$ cat config.mk
export PLATFORM = sky130hd
export DESIGN_NAME = mul_div_unit_flat
export DESIGN_NICKNAME = d
export VERILOG_FILES = /design/src/rtl/mul_div_if.sv /design/src/rtl/mul_div_unit.sv /design/src/flat_wrapper.sv
export SDC_FILE = /design/constraint.sdc
export NUM_CORES = 1
export LEC_CHECK = 0
export ABC_CLOCK_PERIOD_IN_PS = 5500
export CAP_MARGIN = 20
export CORE_MARGIN = 3
export CORE_UTILIZATION = 60
export DETAILED_ROUTE_END_ITERATION = 8
export PLACE_DENSITY = 0.85
export SLEW_MARGIN = 10
export SYNTH_ARGS = -nofsm -noshare
export SYNTH_HDL_FRONTEND = slang
export SYNTH_SLANG_ARGS = --single-unit
$ cat constraint.sdc
create_clock -name clk -period 5.5 [get_ports clk]
set_input_delay 1.65 -clock clk [delete_from_list [all_inputs] [get_ports clk]]
set_output_delay 1.65 -clock clk [all_outputs]
set_load 0.005 [all_outputs]
$ cat src/rtl/mul_div_if.sv
// ----------------------------------------------------------------------------
// mul_div_if -- execute-stage handshake bundle for mul_div_unit. Rev 1.0
// ----------------------------------------------------------------------------
`default_nettype none

interface mul_div_if #(
  parameter int XLEN = 32
);
  logic [3:0]      mulDiv_op;
  logic [XLEN-1:0] rs1;
  logic [XLEN-1:0] rs2;
  logic            start;
  logic            kill;
  logic            stall;
  logic            busy;
  logic            done;
  logic [XLEN-1:0] result;

  modport master (
    output mulDiv_op, rs1, rs2, start, kill,
    input  stall, busy, done, result
  );

  modport slave (
    input  mulDiv_op, rs1, rs2, start, kill,
    output stall, busy, done, result
  );
endinterface

`default_nettype wire

$ cat src/rtl/mul_div_unit.sv
// ----------------------------------------------------------------------------
// mul_div_unit -- iterative RV32M multiply/divide unit (shift-add / restoring).
// Rev 1.0
// ----------------------------------------------------------------------------
`default_nettype none

module mul_div_unit #(
  parameter int XLEN  = 32,
  parameter int CNT_W = 5
) (
  input  logic         clk,
  input  logic         rst_n,
  mul_div_if.slave     bus
);

  typedef enum logic [1:0] {
    S_IDLE = 2'd0,
    S_CALC = 2'd1,
    S_DONE = 2'd2
  } state_t;

  state_t             r_state;
  state_t             w_next_state;
  logic [CNT_W-1:0]   r_cnt;
  logic [3:0]         r_op;
  logic [2*XLEN-1:0]  r_acc;
  logic [XLEN-1:0]    r_b;
  logic               r_neg_q;
  logic               r_neg_r;
  logic               r_busy;
  logic [XLEN-1:0]    r_result;

  logic               w_op_valid;
  logic               w_is_div;
  logic               w_neg_a;
  logic               w_neg_b;
  logic               w_div_zero;
  logic               w_overflow;
  logic               w_early;
  logic               w_accept;
  logic               w_stall;
  logic [XLEN-1:0]    w_mag_a;
  logic [XLEN-1:0]    w_mag_b;
  logic [XLEN-1:0]    w_special;
  logic [XLEN:0]      w_sum;
  logic [XLEN:0]      w_rem_sh;
  logic [XLEN:0]      w_diff;
  logic               w_ge;
  logic [2*XLEN-1:0]  w_acc_next;
  logic [2*XLEN-1:0]  w_prod_s;
  logic [XLEN-1:0]    w_quot_s;
  logic [XLEN-1:0]    w_rem_s;
  logic [XLEN-1:0]    w_final;

  localparam logic [XLEN-1:0] C_MIN_INT = {1'b1, {(XLEN-1){1'b0}}};
  localparam logic [XLEN-1:0] C_ONES    = {XLEN{1'b1}};

  // Decoder contract: op[3] selects divide, op[2] remainder, op[1] unsigned.
  always_comb begin
    w_op_valid = 1'b0;
    case (bus.mulDiv_op)
      4'b0011, 4'b0101, 4'b0110, 4'b0111,
      4'b1001, 4'b1011, 4'b1101, 4'b1111: w_op_valid = 1'b1;
      default:                             w_op_valid = 1'b0;
    endcase
  end

  assign w_is_div   = bus.mulDiv_op[3];
  assign w_neg_a    = bus.rs1[XLEN-1] & ((bus.mulDiv_op == 4'b0101) | (bus.mulDiv_op == 4'b0110) |
                                         (bus.mulDiv_op == 4'b1001) | (bus.mulDiv_op == 4'b1101));
  assign w_neg_b    = bus.rs2[XLEN-1] & ((bus.mulDiv_op == 4'b0101) | (bus.mulDiv_op == 4'b1001) |
                                         (bus.mulDiv_op == 4'b1101));
  assign w_mag_a    = w_neg_a ? -bus.rs1 : bus.rs1;
  assign w_mag_b    = w_neg_b ? -bus.rs2 : bus.rs2;
  assign w_div_zero = w_is_div & (bus.rs2 == '0);
  assign w_overflow = w_is_div & ~bus.mulDiv_op[1] & (bus.rs1 == C_MIN_INT) & (bus.rs2 == C_ONES);
  assign w_early    = w_div_zero | w_overflow;
  assign w_accept   = (r_state == S_IDLE) & bus.start & w_op_valid & ~bus.kill;
  assign w_special  = w_div_zero ? (bus.mulDiv_op[2] ? bus.rs1 : C_ONES)
                                 : (bus.mulDiv_op[2] ? '0 : C_MIN_INT);

  // Shared iteration step: shift-add multiply or restoring divide.
  assign w_sum      = {1'b0, r_acc[2*XLEN-1:XLEN]} + (r_acc[0] ? {1'b0, r_b} : '0);
  assign w_rem_sh   = r_acc[2*XLEN-1:XLEN-1];
  assign w_diff     = w_rem_sh - {1'b0, r_b};
  assign w_ge       = ~w_diff[XLEN];
  assign w_acc_next = r_op[3]
                    ? {(w_ge ? w_diff[XLEN-1:0] : w_rem_sh[XLEN-1:0]), r_acc[XLEN-2:0], w_ge}
                    : {w_sum, r_acc[XLEN-1:1]};

  assign w_prod_s = r_neg_q ? -w_acc_next : w_acc_next;
  assign w_quot_s = r_neg_q ? -w_acc_next[XLEN-1:0] : w_acc_next[XLEN-1:0];
  assign w_rem_s  = r_neg_r ? -w_acc_next[2*XLEN-1:XLEN] : w_acc_next[2*XLEN-1:XLEN];
  assign w_final  = r_op[3] ? (r_op[2] ? w_rem_s : w_quot_s)
                            : ((r_op == 4'b0011) ? w_prod_s[XLEN-1:0] : w_prod_s[2*XLEN-1:XLEN]);

  always_ff @(posedge clk) begin
    if (!rst_n) r_state <= S_IDLE;
    else        r_state <= w_next_state;
  end

  always_comb begin
    w_next_state = r_state;
    w_stall      = 1'b0;
    case (r_state)
      S_IDLE: begin
        w_stall = w_accept;
        if (w_accept) w_next_state = w_early ? S_DONE : S_CALC;
      end
      S_CALC: begin
        w_stall = 1'b1;
        if (r_cnt == {CNT_W{1'b1}}) w_next_state = S_DONE;
      end
      S_DONE:  w_next_state = S_IDLE;
      default: w_next_state = S_IDLE;
    endcase
    if (bus.kill) w_next_state = S_IDLE;
    if (!rst_n)   w_stall      = 1'b0;
  end

  always_ff @(posedge clk) begin
    if (!rst_n) begin
      r_cnt    <= '0;
      r_op     <= '0;
      r_acc    <= '0;
      r_b      <= '0;
      r_neg_q  <= 1'b0;
      r_neg_r  <= 1'b0;
      r_busy   <= 1'b0;
      r_result <= '0;
    end else begin
      r_busy <= (w_next_state == S_CALC);
      if (w_accept) begin
        r_op    <= bus.mulDiv_op;
        r_acc   <= {{XLEN{1'b0}}, w_mag_a};
        r_b     <= w_mag_b;
        r_neg_q <= w_neg_a ^ w_neg_b;
        r_neg_r <= w_neg_a;
        r_cnt   <= '0;
        if (w_early) r_result <= w_special;
      end else if ((r_state == S_CALC) && !bus.kill) begin
        r_acc <= w_acc_next;
        r_cnt <= r_cnt + 1'b1;
        if (r_cnt == {CNT_W{1'b1}}) r_result <= w_final;
      end
    end
  end

  assign bus.stall  = w_stall;
  assign bus.busy   = r_busy;
  assign bus.done   = (r_state == S_DONE);
  assign bus.result = r_result;

endmodule

`default_nettype wire

$ cat src/flat_wrapper.sv
// flat-port wrapper written by rule: the top's interface ports become plain ports
module mul_div_unit_flat 
#(
  parameter int XLEN  = 32,
  parameter int CNT_W = 5
)
  (clk, rst_n, bus_mulDiv_op, bus_rs1, bus_rs2, bus_start, bus_kill, bus_stall, bus_busy, bus_done, bus_result);
  mul_div_if #(.XLEN(XLEN)) bus_i ();
  input  logic clk;
  input  logic rst_n;
  input wire logic [$bits(bus_i.mulDiv_op)-1:0] bus_mulDiv_op;
  input wire logic [$bits(bus_i.rs1)-1:0] bus_rs1;
  input wire logic [$bits(bus_i.rs2)-1:0] bus_rs2;
  input wire logic [$bits(bus_i.start)-1:0] bus_start;
  input wire logic [$bits(bus_i.kill)-1:0] bus_kill;
  output wire logic [$bits(bus_i.stall)-1:0] bus_stall;
  output wire logic [$bits(bus_i.busy)-1:0] bus_busy;
  output wire logic [$bits(bus_i.done)-1:0] bus_done;
  output wire logic [$bits(bus_i.result)-1:0] bus_result;
  assign bus_i.mulDiv_op = bus_mulDiv_op;
  assign bus_i.rs1 = bus_rs1;
  assign bus_i.rs2 = bus_rs2;
  assign bus_i.start = bus_start;
  assign bus_i.kill = bus_kill;
  assign bus_stall = bus_i.stall;
  assign bus_busy = bus_i.busy;
  assign bus_done = bus_i.done;
  assign bus_result = bus_i.result;
  mul_div_unit #(.XLEN(XLEN), .CNT_W(CNT_W)) u_core (.clk(clk), .rst_n(rst_n), .bus(bus_i));
endmodule
==> summary.md <==
| Metric | Value |
|---|---|
| CP required | `5.83 ns` |
| First-pass GRT wire length | `95700 µm` |
| Synth Flop Type | `dfxtp_1` |
| Clock power share | `35.5%` |
| DIE HEIGHT | `164 µm` |
| CTS Buf Count | `17` |
| I/O Pins | `107` |
| CP delay by family, top | `simple AND/OR/NAND/NOR gates` |
| Detail-routed net length per standard cell | `24.1 µm` |
| Lkg Pwr | `6.68 nW` |
| CTS Sinks | `142` |
| Flops & latches, synth | `142` |
| Dpl ws | `-0.137 ns` |
| Worst relative slew slack | `25.5%` |
| Synth async-reset ratio | `0%` |
| # setup viols final | `0` |
| Worst Tran Pin Value | `1.12 ns` |
| Vias | `18457` |
| VDD IR max | `0.000193 V` |
| Clock Tree Root | `clkbuf_16` |
| Initial core utilization | `61.4%` |
| Final wirelength | `63500 µm` |
| Clock slew at reported path FFs | `0.08 ns` |
| DRT iter0 DRCs | `3038` |
| Most frequent CP cell | `buf_4` |
| Worst path slowest cell | `or4_4` |
| Buf+Inv Stages, Crit Path | `2` |
| Hold Violations, Final | `0` |
| Synth top area cells | `dfxtp_1 (19%), a21oi_1 (6.5%), nor2_1 (6.2%), ha_1 (5.9%), xnor2_1 (5.7%)` |
| DIE AREA | `27000 µm²` |
| Worst setup SP type | `flip-flop` |
| Total track usage | `45.8%` |
| Cts hold-fix bufs | `0` |
| Syn nets | `2291` |
| Clock Tree Buf Depth | `2` |
| Switch share | `38.9%` |
| Remaining DRCs | `0` |
| DRT antenna net count | `0` |
| Setup Crit Path Kind | `flip-flop to flip-flop` |
| Cell total after placement | `2592` |
| Die X | `164 µm` |
| Minimum clock period | `5.28 ns` |
| Grt ovf | `0` |
| Count leader, synth | `nor2_1` |
| Ys Warns | `0` |
| Crit Path Max Fanout | `19` |
| Psw | `1.36 mW` |
| Final net count | `2436` |
| GPL Wtd Cong | `1.10` |
| Power Total | `3.49 mW` |
| Arrival @ worst endpoint | `5.60 ns` |
| Row Count | `57` |
| Most common library cells after synthesis | `nor2_1 (248), nand2_1 (221), a21oi_1 (194), o21ai_0 (152), dfxtp_1 (142)` |
| Synth top area share | `18.9%` |
| Post-synth EDFFs | `0` |
| Initial antenna violation count | `5` |
| Vias in the first global route | `16596` |
| DR pass1 iterations | `7` |
| Final non-filler cell total | `2633` |
| Pwr dens | `196 nW/µm²` |
| Outcome | `complete, no violations` |
| Cell Area, Synth | `15000 µm²` |
| Max Slew Vio Count | `0` |
| Via/cell ratio | `7.01` |
| Area growth, synth to finish | `18.7%` |
| Critical-path cell list | `buf_4 -> buf_4 -> and2_1 -> ha_2 -> nand4_1 -> or4_4 -> nand3_2 -> a21boi_0 -> xnor2_1 -> or3b_2 -> a2111oi_4 -> or4b_4 -> or3_1 -> a21boi_1 -> o21ai_1 -> a31oi_1` |
| Comb pwr share | `33.0%` |
| Final Instance Area | `17800 µm²` |
| Synthesized instance count | `2146` |
| Worst Clk Skew | `0.0177 ns` |
| CTS tree | `yes` |
| Largest net degree at the start of global routing | `84` |
| CTS H-tree depth | `4` |
| Post-route setup slack | `0.224 ns` |
| Worst-Skew Late Latency | `0.45 ns` |
| Cell Area, Placed | `17100 µm²` |
| Sequential element share of the synthesized area | `18.9%` |
| Yosys top cell by area | `dfxtp_1` |
| Placeable Area | `24500 µm²` |
| Int Pwr | `2.13 mW` |
| Number of max-cap violations | `0` |
| Post-DP HPWL | `48000 µm` |
| Synth unique cells | `90` |
| Max Freq | `190 MHz` |
| Layout cell share with drive strength beyond 1 | `10.2%` |
| Hold Slack | `0.471 ns` |
| PortBufs | `106` |
| TNS Setup | `0 ns` |
| Flop pwr share | `31.5%` |
| Synthesized area per cell | `7.00 µm²` |
| CP Capture Type | `flip-flop` |
| Worst min path class | `flip-flop to flip-flop` |
| CP max stage delay | `0.64 ns` |
| Fill count | `1939` |
| Tcrit/Tclk final | `95.9%` |
| Post-layout util | `72.9%` |
-- worst paths after layout --
path,endpoint,cells after the start,from,slack [ns]
setup / recovery,u_core.bus.result[27]$_SDFFE_PN0P_,16,u_core.r_acc[0]$_SDFFE_PN0P_,0.22
hold / removal,u_core.bus.result[31]$_SDFFE_PN0P_,2,u_core.bus.result[31]$_SDFFE_PN0P_,0.47
setup reg to reg,u_core.bus.result[27]$_SDFFE_PN0P_,16,u_core.r_acc[0]$_SDFFE_PN0P_,0.22
hold reg to reg,u_core.bus.result[31]$_SDFFE_PN0P_,2,u_core.bus.result[31]$_SDFFE_PN0P_,0.47
-- power by group through the flow --
stage                     Clock [mW]  Sequential (mW)  Combinational [mW]
after floorplan                    0             1.10               0.681
after CTS                       1.22             1.09                1.09
after global placement             0             1.12                1.06
after global routing            1.26             1.10                1.21
final                           1.24             1.10                1.15
after detailed placement           0             1.12                1.08
-- worst register-to-register path, stage by stage (launching register included) --
cell	delay, ns
dfxtp_1	0.39
buf_4	0.21
buf_4	0.21
and2_1	0.17
ha_2	0.40
nand4_1	0.22
or4_4	0.64
nand3_2	0.14
a21boi_0	0.11
xnor2_1	0.22
or3b_2	0.53
a2111oi_4	0.49
or4b_4	0.58
or3_1	0.45
a21boi_1	0.15
o21ai_1	0.16
a31oi_1	0.09
-- cell usage in the layout, fill, tap and decap left out, drive strengths merged, types with 8 or more instances in the layout --
cell type        n
a21oi          196
a21boi          10
or3             29
nand2b          15
dfxtp          142
ha              71
inv             78
nor2b           13
and3             8
o21a            13
a211oi         101
o21ai          165
or2             12
o221ai          10
xor2            91
nand2          221
xnor2           98
a31oi           34
a21o            16
clkbuf          17
buf            148
clkdlybuf4s50  105
nor3            53
nand3           41
and2            53
o211ai          30
nor4            18
o31ai           37
nand4           26
a311oi          13
or4             13
mux2i           48
a221oi          14
nor2           249
-- routing by layer --
layer	vias up	global-route usage (%)	wire length [µm]
li1	8155	-	-
met1	8549	62.6	25200
met2	1480	66.5	25800
met3	265	15.9	9620
met4	8	16.1	2840
met5	-	0	110
-- state kept, by name, indices dropped and copies added, names as in the netlist --
name               count
u_core.r_neg_q         1
u_core.r_cnt           5
u_core.r_acc          64
u_core.bus.busy        1
u_core.r_op            4
u_core.r_b            32
u_core.r_neg_r         1
u_core.r_state         2
u_core.bus.result     32
-- cell families (layout without fill, tap and decap cells) --
kind of cell,after synthesis,after routing,synth area share (%)
xor+xnor,189,189,11.0
buf+inv,198,356,5.06
fa+ha+maj,73,73,6.18
flops,142,142,18.9
compound gates,718,718,31.2
simple gates,777,777,24.3
other cells,0,5,0
mux,49,49,3.27
-- repair_timing --
| action | 4_1_cts | 5_1_grt |
|---|---|---|
| endpoints found under the setup margin | 0 | 16 |
| resized for setup | 0 | 14 |
| buffers inserted | 0 | 4 |
-- final cells by class --
type	instances	area (µm²)	area share (%)
Multi-Input combinational cell	1806	11500	64.5
Sequential cell	142	2850	16.0
Timing Repair Buffer	254	2210	12.4
Clock buffer	17	425	2.39
Tap cell	324	405	2.27
Inverter	70	263	1.47
Clock inverter	15	171	0.961
Antenna cell	5	12.5	0.0702
Note: power is estimated with default switching activity, not from simulation.
